$ cat config.mk
export PLATFORM = sky130hd
export DESIGN_NAME = fft_peak_finder
export DESIGN_NICKNAME = d
export VERILOG_FILES = /design/src/rtl/fft_peak_finder.sv
export SDC_FILE = /design/constraint.sdc
export NUM_CORES = 1
export LEC_CHECK = 0
export ABC_CLOCK_PERIOD_IN_PS = 5300
export CORE_MARGIN = 1
export CORE_UTILIZATION = 52
export CTS_CLUSTER_SIZE = 25
export DETAILED_ROUTE_END_ITERATION = 8
export GPL_ROUTABILITY_DRIVEN = 0
export PLACE_DENSITY_LB_ADDON = 0.25
export REMOVE_ABC_BUFFERS = 1
export SLEW_MARGIN = 10
export SYNTH_ARGS = -nofsm -noshare
export SYNTH_HDL_FRONTEND = slang
export SYNTH_SLANG_ARGS = --single-unit
$ cat constraint.sdc
create_clock -name Clk -period 5.3 [get_ports Clk]
set_input_delay 0.795 -clock Clk [delete_from_list [all_inputs] [get_ports Clk]]
set_output_delay 0.795 -clock Clk [all_outputs]
set_load 0.005 [all_outputs]
$ cat src/rtl/fft_peak_finder.sv
// fft_peak_finder: scans the FFT result memory for the largest-magnitude bin and holds it until Ack.
// Define PEAK_GATE_EN to add the NOISE_FLOOR parameter and the NoSignal output.
module fft_peak_finder #(
    parameter int ADDR_W    = 8,
    parameter int DATA_W    = 16,
    parameter int FIRST_BIN = 1,
    parameter int LAST_BIN  = 127
`ifdef PEAK_GATE_EN
    , parameter logic [DATA_W-1:0] NOISE_FLOOR = 16'h0040
`endif
) (
    input  logic              Clk,
    input  logic              Reset,
    input  logic              Start,
    input  logic              Ack,
    input  logic [DATA_W-1:0] Result,
    output logic [ADDR_W-1:0] Inspect,
    output logic [ADDR_W-1:0] PeakBin,
    output logic [DATA_W-1:0] PeakMag,
    output logic              Ready,
    output logic              Done
`ifdef PEAK_GATE_EN
    , output logic            NoSignal
`endif
);
    localparam logic [ADDR_W-1:0] FIRST_A = ADDR_W'(FIRST_BIN);
    localparam logic [ADDR_W-1:0] LAST_A  = ADDR_W'(LAST_BIN);

    typedef enum logic [1:0] {INIT, SCAN, DRAIN, DONE} state_t;

    state_t            state, state_next;
    logic [ADDR_W-1:0] rd_addr;
    logic              launch, cmp;
    logic [DATA_W-1:0] mag_next;

    always_ff @(posedge Clk) state <= Reset ? INIT : state_next;

    always_comb begin
        state_next = state;
        case (state)
            INIT:    state_next = Start ? SCAN : INIT;
            SCAN:    state_next = (Inspect == LAST_A) ? DRAIN : SCAN;
            DRAIN:   state_next = DONE;
            DONE:    state_next = Ack ? INIT : DONE;
            default: state_next = INIT;
        endcase
    end

    // The first SCAN cycle's Result belongs to the INIT address, so it is skipped.
    assign launch   = state == INIT && Start;
    assign cmp      = (state == DRAIN || (state == SCAN && Inspect != FIRST_A)) && Result > PeakMag;
    assign mag_next = cmp ? Result : PeakMag;
    assign Ready    = state == INIT;
    assign Done     = state == DONE;

    always_ff @(posedge Clk) begin
        if (Reset) begin
            Inspect <= '0;
            rd_addr <= '0;
            PeakBin <= '0;
            PeakMag <= '0;
        end else begin
            rd_addr <= Inspect;
            if (launch) begin
                Inspect <= FIRST_A;
                PeakBin <= FIRST_A;
                PeakMag <= '0;
            end else begin
                Inspect <= (state == SCAN) ? Inspect + 1'b1 : '0;
                PeakMag <= mag_next;
                if (cmp) PeakBin <= rd_addr;
            end
        end
    end

`ifdef PEAK_GATE_EN
    always_ff @(posedge Clk) begin
        if (Reset || launch) NoSignal <= 1'b0;
        else if (state == DRAIN) NoSignal <= mag_next < NOISE_FLOOR;
    end
`else
    // Without the gate every peak is reported as-is.
`endif
endmodule

==> results of run 1 <==
## power by group through the flow
stage	clock network [mW]	registers [mW]	logic, mW
floorplan	0	0.336	0.0575
global placement	0	0.337	0.100
detailed placement	0	0.337	0.102
CTS	0.260	0.330	0.103
global route	0.272	0.331	0.113
finish	0.254	0.330	0.102
## synth_stat cells, types with 2 or more instances
cell	instances
sky130_fd_sc_hd__inv_1	18
sky130_fd_sc_hd__xnor2_1	3
sky130_fd_sc_hd__and4_2	2
sky130_fd_sc_hd__buf_12	2
sky130_fd_sc_hd__a21oi_1	8
sky130_fd_sc_hd__nor2b_1	7
sky130_fd_sc_hd__ha_1	18
sky130_fd_sc_hd__clkbuf_1	6
sky130_fd_sc_hd__and2_1	2
sky130_fd_sc_hd__a31oi_1	2
sky130_fd_sc_hd__nand3_1	4
sky130_fd_sc_hd__dfxtp_1	42
sky130_fd_sc_hd__nor3_1	3
sky130_fd_sc_hd__o21ai_0	3
sky130_fd_sc_hd__mux2i_1	23
sky130_fd_sc_hd__xor2_1	2
sky130_fd_sc_hd__nand2_1	54
sky130_fd_sc_hd__nor2_1	12
## flip-flops by register name, indices dropped and copies added, names as in the netlist
| signal | flops |
|---|---|
| state | 2 |
| Inspect | 8 |
| PeakMag | 16 |
| PeakBin | 8 |
| rd_addr | 8 |
## through the flow
stage               cell area, sq um  setup slack, ps  hold WS, ps
floorplan                       2080             2700          423
global placement                2680             1990          429
detailed placement              2680             1940          437
CTS                             2790             2260          450
global route                    2790             2150          461
finish                          2790             2280          447
## cell families (layout without fill, tap and decap cells)
group                    count (synthesis)  in the layout
AO/OA/AOI/OAI                           23             23
XOR/XNOR                                 5              5
adder cells (fa/ha/maj)                 18             18
buffers and inverters                   26             80
flip-flops                              42             42
multiplexers                            23             23
AND/OR/NAND/NOR                         97             97
## critical path: stages
cell                              delay (ps)
sky130_fd_sc_hd__clkdlybuf4s50_1         440
sky130_fd_sc_hd__ha_1                    340
sky130_fd_sc_hd__and4_4                  280
sky130_fd_sc_hd__nand3_4                  80
sky130_fd_sc_hd__a21o_4                  210
sky130_fd_sc_hd__a31oi_4                 810
sky130_fd_sc_hd__mux2i_1                 280
## final cells by class
type / count / area (sq um) / area share
clock buffer: 6 / 72.6 / 0.0261
clock inverter: 2 / 37.5 / 0.0135
inverter: 18 / 67.6 / 0.0243
multi-input combinational: 166 / 1170 / 0.420
sequential: 42 / 841 / 0.302
tap: 48 / 60.1 / 0.0216
timing repair buffer: 54 / 538 / 0.193
## per-layer routing
metal	routed length [um]	vias to the layer above	GRT usage
met2	2030	39	0.380
met1	1920	775	0.255
li1	-	882	-
met4	86	0	0.101
met3	188	10	0.0534
met5	0	-	0
## final timing paths
path                      end  slack (ps)
hold reg to reg    PeakBin[5]         450
hold / removal     PeakBin[5]         450
setup / recovery  PeakMag[10]        2280
setup reg to reg  PeakMag[10]        2800
==> impl_summary.txt, run 1 <==
----------------------------------------------------
[Run status]
  Status ... finished clean

[Critical path]
  Required time worst endpoint ... 5520 ps
  Critical path type ... in -> reg
  FF-to-FF Start ... PeakMag[15]
  Maximum fanout count along the critical path ... 23
  Critical Path AT ... 3240 ps
  Kind of start point of the critical path ... primary input
  First element of the critical path ... Result[15]
  CP endpoint kind ... flip-flop
  Worst-case reg-to-reg path depth ... 7

[Global routing]
  Global-route total usage across every layer ... 0.220
  Largest net degree at the start of global routing ... 31
  Total congestion overflow after global routing ... 0
  Number of global-route vias before repair ... 1,650
  First-pass GRT wire length ... 7200 um
  Number of antenna violations at the first check in global routing ... 0

[Power]
  Total power ... 686 uW
  Power Density ... 246 nW/um^2
  Net Sw Frac ... 0.246
  Flop pwr share ... 0.480
  Combinational power share ... 0.149
  Internal ... 517 uW
  Worst voltage drop across the vdd grid ... 0.000185 V
  Leak ... 0.978 nW
  Switching power of the nets ... 169 uW
  Share of total power in the clock network ... 0.370

[Yosys]
  Post-synthesis async set-or-reset flop share ... 0
  Biggest area contributors in the synthesized netlist ... sky130_fd_sc_hd__dfxtp_1, sky130_fd_sc_hd__mux2i_1, sky130_fd_sc_hd__ha_1
  Count of unique library cells instantiated by Yosys ... 41
  Share of synthesized area occupied by flip-flops and latches ... 0.393
  Most area-hungry cell type in the Yosys netlist ... sky130_fd_sc_hd__dfxtp_1
  Cells after synthesis ... 234
  Xor and xnor area share after synthesis ... 0.0205
  Ys Warns ... 0
  Prevailing post-synth register cell ... sky130_fd_sc_hd__dfxtp_1
  Mux cell area share after synthesis ... 0.108
  Combinational family with the most area after synthesis ... simple AND/OR/NAND/NOR gates
  Combined area of all synthesized cells ... 2140 sq um
  Average cell area after synthesis ... 9.14 sq um
  Proportion of netlist area held by the largest area contributor ... 0.393
  #FFs+latches synth ... 42
  Fraction of the mapped netlist area in compound gates ... 0.0889
  EDFF count, synth ... 0
  Fraction of the mapped netlist area in adder cells ... 0.105
  Simple-gate share of the synthesized area ... 0.224

[Clock network]
  Number of sinks on the clock net ... 42
  Number of buffers created by CTS ... 5
  Number of levels in the clock H-tree ... 2
  Post-cts sizing count ... 0
  Worst-path clk slew ... 80 ps
  Buffer count from post-CTS setup fixing ... 0
  Clk_lat worst skew ... 300 ps
  TritonCTS clock tree ... done
  Number of buffers added to fix hold violations after cts ... 0
  Buffers from clock root to sink, at most ... 2
  Root buf cell ... sky130_fd_sc_hd__clkbuf_8

[Final layout]
  Commonest non-fill, non-tap cells in the layout ... sky130_fd_sc_hd__nand2_1, sky130_fd_sc_hd__clkdlybuf4s50_1, sky130_fd_sc_hd__dfxtp_1
  Non-Filler Instances ... 336
  Utilization of the core after routing ... 0.733
  Most common cell after layout, fill and taps aside ... sky130_fd_sc_hd__nand2_1
  N_diodes ... 0
  Final #Nets ... 325
  Layout area overhead ... 30.2%
  Share of cells above drive strength 1 ... 0.0764
  Filler cells ... 303

[Timing]
  Final max-slew violation count ... 0
  Max_slew headroom ... 0.321
  Setup repair after global routing missed its margin ... no
  Worst slew pin tran ... 1020 ps
  Number of hold violations in the final report ... 0
  Clock tree skew after final layout ... 4.53 ps
  Time the worst path needs with I/O delays and setup ... 3020 ps
  Final TNS setup ... 0 ps
  Period utilization ... 0.570
  Max frequency ... 0.331 GHz
  Final setup viols ... 0

[Detailed routing]
  Final routed DRC violation total ... 0
  WL per Instance ... 12.6 um
  Post-DRT Antenna Nets ... 0
  Drt initial violations ... 47
  Count of vias placed by the detailed router ... 1,706
  Drt pass-1 iters ... 4
  Vias per Instance ... 5.08
  Total Routed Length ... 4230 um

[Placed design]
  Placed cell count ... 328
  HPWL reported at the end of detailed placement ... 3060 um
  Number of buffers inserted by port buffering ... 53

[Min path]
  Worst hold stages ... 2
  Worst min-delay path startpoint ... rd_addr[5]
  Type of the tightest min-delay check ... reg -> reg

[Floorplan]
  Row Count ... 22
  Height of the die ... 66.1 um
  Starting Density ... 0.563
  Horiz. Die Dim ... 66.1 um
  Total Die Area ... 4380 sq um
  Boundary Pins ... 54
  Core Box Area ... 3800 sq um

[Flow run]
  Max-cap viol count ... 0

----------------------------------------------------
(Power assumes the default switching activity.)
==> inputs of run 2 (changes only) <==
--- a/config.mk
+++ b/config.mk
@@ -5,9 +5,9 @@
 export SDC_FILE = /design/constraint.sdc
 export NUM_CORES = 1
 export LEC_CHECK = 0
-export ABC_CLOCK_PERIOD_IN_PS = 5300
+export ABC_CLOCK_PERIOD_IN_PS = 3000
 export CORE_MARGIN = 1
-export CORE_UTILIZATION = 52
+export CORE_UTILIZATION = 49
 export CTS_CLUSTER_SIZE = 25
 export DETAILED_ROUTE_END_ITERATION = 8
 export GPL_ROUTABILITY_DRIVEN = 0
==> constraint.sdc (replaced) <==
create_clock -name Clk -period 3 [get_ports Clk]
set_input_delay 0.45 -clock Clk [delete_from_list [all_inputs] [get_ports Clk]]
set_output_delay 0.45 -clock Clk [all_outputs]
set_load 0.005 [all_outputs]
==> impl_summary.txt, run 2 (same netlist as run 1, synthesis figures left out) <==
----------------------------------------------------
[Run status]
  Status ... finished clean

[Global routing]
  Total congestion overflow after global routing ... 0
  Number of antenna violations at the first check in global routing ... 0
  First-pass GRT wire length ... 6800 um
  Grt peak-use layer ... met2
  Largest net degree at the start of global routing ... 47
  Number of global-route vias before repair ... 1,574
  Global-route total usage across every layer ... 0.197
  Grt met3 use ... 0.0600
  Met2 layer usage reported by global route ... 0.324
  Met1 layer usage reported by global route ... 0.238

[Min path]
  Sink of the worst hold path ... PeakBin[3]
  Worst hold stages ... 2
  Type of the tightest min-delay check ... reg -> reg
  Worst min-delay path startpoint ... rd_addr[3]

[Critical path]
  Crit-path cells ... clkdlybuf4s50_1, ha_1, and4_2, nand3_4, a21o_4, a31oi_4, buf_4, mux2i_1
  Worst reg2reg path endpoint ... PeakMag[3]
  Kind of start point of the critical path ... primary input
  Worst-case reg-to-reg path depth ... 8
  FF-to-FF Start ... PeakMag[11]
  Count of buffer and inverter cells on the critical path ... 2
  R2R Setup Slk ... 930 ps
  Critical path type ... in -> reg
  Maximum single-stage delay on the critical path ... 420 ps
  Critical-path top delay cell ... sky130_fd_sc_hd__clkdlybuf4s50_1
  Critical Path AT ... 2490 ps
  Cell class contributing the biggest share of worst-path delay ... buffers and inverters
  CP endpoint kind ... flip-flop
  Required time worst endpoint ... 3230 ps
  Maximum fanout count along the critical path ... 17

[Timing]
  Slack of the critical path ... 735 ps
  Max frequency ... 0.442 GHz
  Final TNS setup ... 0 ps
  Period utilization ... 0.755
  Number of hold violations in the final report ... 0
  Max_slew headroom ... 0.384
  Time the worst path needs with I/O delays and setup ... 2260 ps
  Final setup viols ... 0
  Setup repair after global routing missed its margin ... no
  Final max-slew violation count ... 0
  Worst slew pin tran ... 922 ps
  Clock tree skew after final layout ... 2.41 ps

[Final layout]
  Commonest non-fill, non-tap cells in the layout ... sky130_fd_sc_hd__nand2_1, sky130_fd_sc_hd__clkdlybuf4s50_1, sky130_fd_sc_hd__dfxtp_1
  Filler cells ... 358
  N_diodes ... 0
  Share of cells above drive strength 1 ... 0.0862
  Most common cell after layout, fill and taps aside ... sky130_fd_sc_hd__nand2_1
  Flip-flop count of the largest register after layout ... 16
  Utilization of the core after routing ... 0.682
  Final #Nets ... 327
  Layout area overhead ... 30.3%
  Register containing the most flip-flops in the final layout ... PeakMag
  Non-Filler Instances ... 340

[Floorplan]
  Row Count ... 23
  Horiz. Die Dim ... 68.1 um
  Core Box Area ... 4090 sq um
  Total Die Area ... 4630 sq um
  Starting Density ... 0.524
  Height of the die ... 68.1 um
  Boundary Pins ... 54

[Clock network]
  Worst-path clk slew ... 80 ps
  Buffers from clock root to sink, at most ... 2
  Root buf cell ... sky130_fd_sc_hd__clkbuf_8
  Number of buffers created by CTS ... 5
  TritonCTS clock tree ... done
  Number of sinks on the clock net ... 42
  Buffer count from post-CTS setup fixing ... 0
  Post-cts sizing count ... 0
  Number of levels in the clock H-tree ... 2
  Clk_lat worst skew ... 290 ps
  Number of buffers added to fix hold violations after cts ... 0

[Detailed routing]
  Vias per Instance ... 5.07
  Drt initial violations ... 104
  Total Routed Length ... 4080 um
  Final routed DRC violation total ... 0
  Post-DRT Antenna Nets ... 0
  Count of vias placed by the detailed router ... 1,725
  Drt pass-1 iters ... 4
  WL per Instance ... 12.0 um

[Placed design]
  Post-place setup slack ... 426 ps
  HPWL reported at the end of detailed placement ... 2960 um
  Placed cell count ... 332
  Number of buffers inserted by port buffering ... 53

[Power]
  Worst voltage drop across the vdd grid ... 0.000309 V
  Power Density ... 402 nW/um^2
  Total power ... 1.12 mW
  Leak ... 0.982 nW

[Flow run]
  Max-cap viol count ... 0

----------------------------------------------------
run 2: cell count changes in the layout (fill, tap and decap cells not counted), sizes merged:
| cell | delta |
|---|---|
| clkinv | +2 |
| clkbuf | -1 |
| buf | +2 |
| bufinv | -1 |
run 2: metal layers:
metal | wire length, um | vias up
li1 | - | 893
met1 | 1910 | 786
met2 | 1900 | 40
met3 | 213 | 6
met4 | 61 | 0
met5 | 0 | -
run 2: power by group:
part / total [mW] / internal [mW] / switching, mW
registers: 0.582 / 0.570 / 0.0119
clock network: 0.358 / 0.163 / 0.194
logic: 0.181 / 0.0960 / 0.0850
run 2: tightest hold or removal path, cell delays in order, from the launching register on:
cell,delay (ps)
sky130_fd_sc_hd__dfxtp_1,300
sky130_fd_sc_hd__nand2_1,50
sky130_fd_sc_hd__mux2i_1,50
run 2: how the worst max path moves through the flow:
stage	from	slack, ps	endpoint	depth (start not counted)
6_report	Result[11]	740	PeakMag[3]	8
5_1_grt	Result[10]	620	PeakMag[8]	8
4_1_cts	Result[11]	720	PeakMag[0]	8
3_5_place_dp	Result[15]	430	PeakMag[3]	8
3_3_place_gp	Result[15]	480	PeakMag[9]	8
2_1_floorplan	Result[15]	750	PeakBin[1]	6
run 2: layout make-up:
cell class              count  area [sq um]  share of cell area
clock buffers               5          68.8              0.0247
clock inverters             3          21.3             0.00763
inverters                  18          67.6              0.0242
multi-input cells         166          1170               0.421
flip-flops and latches     42           841               0.302
well taps                  50          62.6              0.0224
repair buffers             56           553               0.198
run 2: per-stage QoR:
stage | cell area, sq um | hold slack (ps)
5_1_grt | 2790 | 480
3_3_place_gp | 2700 | 431
6_report | 2790 | 443
3_5_place_dp | 2700 | 437
2_1_floorplan | 2080 | 423
4_1_cts | 2790 | 448
==> inputs of run 3 (changes only) <==
--- a/config.mk
+++ b/config.mk
@@ -5,7 +5,7 @@
 export SDC_FILE = /design/constraint.sdc
 export NUM_CORES = 1
 export LEC_CHECK = 0
-export ABC_CLOCK_PERIOD_IN_PS = 3000
+export ABC_CLOCK_PERIOD_IN_PS = 2200
 export CORE_MARGIN = 1
 export CORE_UTILIZATION = 49
 export CTS_CLUSTER_SIZE = 25
==> constraint.sdc (replaced) <==
create_clock -name Clk -period 2.2 [get_ports Clk]
set_input_delay 0.33 -clock Clk [delete_from_list [all_inputs] [get_ports Clk]]
set_output_delay 0.33 -clock Clk [all_outputs]
set_load 0.005 [all_outputs]
==> impl_summary.txt, run 3 (same netlist as run 1, synthesis figures left out) <==
----------------------------------------------------
[Global routing]
  Global-route total usage across every layer ... 0.192
  Number of global-route vias before repair ... 1,517
  Largest net degree at the start of global routing ... 47
  Number of antenna violations at the first check in global routing ... 0
  Total congestion overflow after global routing ... 0
  First-pass GRT wire length ... 6620 um

[Floorplan]
  Height of the die ... 68.1 um
  Boundary Pins ... 54
  Starting Density ... 0.524
  Row Count ... 23
  Core Box Area ... 4090 sq um
  Total Die Area ... 4630 sq um
  Horiz. Die Dim ... 68.1 um

[Detailed routing]
  Count of vias placed by the detailed router ... 1,717
  Drt initial violations ... 51
  Total Routed Length ... 4050 um
  WL per Instance ... 11.7 um
  Drt pass-1 iters ... 4
  Final routed DRC violation total ... 0
  Vias per Instance ... 4.96
  Post-DRT Antenna Nets ... 0

[Timing]
  Time the worst path needs with I/O delays and setup ... 2040 ps
  Max frequency ... 0.490 GHz
  Max_slew headroom ... 0.377
  Setup repair after global routing missed its margin ... no
  Period utilization ... 0.927
  Post-Route Hold Slack ... 443 ps
  Final setup viols ... 0
  Final max-slew violation count ... 0
  Worst slew pin tran ... 932 ps
  Clock tree skew after final layout ... 5.66 ps
  Final TNS setup ... 0 ps
  Number of hold violations in the final report ... 0

[Final layout]
  Layout area overhead ... 33.2%
  Share of cells above drive strength 1 ... 0.101
  Non-Filler Instances ... 346
  Register containing the most flip-flops in the final layout ... PeakMag
  Commonest non-fill, non-tap cells in the layout ... sky130_fd_sc_hd__nand2_1, sky130_fd_sc_hd__clkdlybuf4s50_1, sky130_fd_sc_hd__dfxtp_1
  Post-route design area ... 2850 sq um
  Final #Nets ... 333
  N_diodes ... 0
  Multi-input combinational cell area ... 1170 sq um
  Flip-flop count of the largest register after layout ... 16
  Most common cell after layout, fill and taps aside ... sky130_fd_sc_hd__nand2_1
  Area taken by flip-flops and latches ... 841 sq um
  Filler cells ... 354

[Min path]
  Worst min-delay path startpoint ... rd_addr[3]
  Type of the tightest min-delay check ... reg -> reg

[Clock network]
  Number of buffers created by CTS ... 5
  Worst-path clk slew ... 80 ps
  Clk_lat worst skew ... 290 ps
  Number of sinks on the clock net ... 42
  Root buf cell ... sky130_fd_sc_hd__clkbuf_8
  TritonCTS clock tree ... done
  Number of levels in the clock H-tree ... 2
  Number of buffers added to fix hold violations after cts ... 0
  Buffer count from post-CTS setup fixing ... 0
  Buffers from clock root to sink, at most ... 2
  Post-cts sizing count ... 0

[Critical path]
  CP endpoint kind ... flip-flop
  First element of the critical path ... Result[14]
  Critical Path AT ... 2260 ps
  Critical path type ... in -> reg
  Crit-path cells ... clkdlybuf4s50_1, ha_1, and4_4, nand3_4, a21o_4, a31oi_4, buf_12, mux2i_1
  Critical-path top delay cell ... sky130_fd_sc_hd__clkdlybuf4s50_1
  Required time worst endpoint ... 2420 ps
  Maximum single-stage delay on the critical path ... 460 ps
  Maximum fanout count along the critical path ... 17
  Kind of start point of the critical path ... primary input
  FF-to-FF Start ... PeakMag[15]

[Placed design]
  Placed cell count ... 338
  HPWL reported at the end of detailed placement ... 2930 um
  Number of buffers inserted by port buffering ... 53
  Post-placement cell area ... 2760 sq um

[Power]
  Worst voltage drop across the vdd grid ... 0.000471 V
  Power Density ... 555 nW/um^2
  Leak ... 1.02 nW

[Run status]
  Status ... finished clean

[Flow run]
  Max-cap viol count ... 0

----------------------------------------------------
==> run 3: changes by cell type in the layout (fill, tap and decap cells not counted), sizes merged <==
cell      before  now
clkinv         2    0
clkinvlp       1    0
clkbuf         5    7
inv           18   19
buf            3    9
==> run 3: through the flow <==
step	power [mW]	utilization	worst slack [ps]
global route	1.65	0.697	33.4
floorplan	0.949	-	8.32
finish	1.58	0.697	161
CTS	1.60	0.697	168
global placement	1.07	0.674	-107
detailed placement	1.08	0.674	-132
==> run 3: final cells by class <==
cell class / instances / share of cell area
Inverter: 18 / 0.0237
Tap cell: 50 / 0.0219
Timing Repair Buffer: 62 / 0.214
Clock inverter: 1 / 0.00307
Multi-Input combinational cell: 166 / 0.412
Sequential cell: 42 / 0.295
Clock buffer: 7 / 0.0303
==> run 3: per-layer routing <==
layer	up-vias	global-route usage	wire length, um	part of all wire
met5	-	0	0	0
li1	908	-	-	-
met3	6	0.0500	176	0.043
met1	769	0.235	2020	0.50
met4	0	0.0729	57	0.014
met2	34	0.319	1790	0.44
==> run 3: power breakdown <==
group | internal (mW) | switching, mW | total (mW) | leakage [nW]
Clock | 0.259 | 0.264 | 0.523 | 0.0489
Sequential | 0.778 | 0.0158 | 0.794 | 0.340
Combinational | 0.144 | 0.120 | 0.264 | 0.631
==> run 3: path summary, 6_finish.rpt <==
kind                     end  slack [ps]  cells after the start
hold / removal    PeakBin[3]         440                      2
setup / recovery  PeakMag[6]         160                      8
hold reg to reg   PeakBin[3]         440                      2
setup reg to reg  PeakBin[0]         250                      9
==> run 3: critical path, delay by kind of cell <==
family	cells	cell delay, ps
AO/OA/AOI/OAI	2	390
adder cells (fa/ha/maj)	1	330
buffers and inverters	2	660
multiplexers	1	200
AND/OR/NAND/NOR	2	340
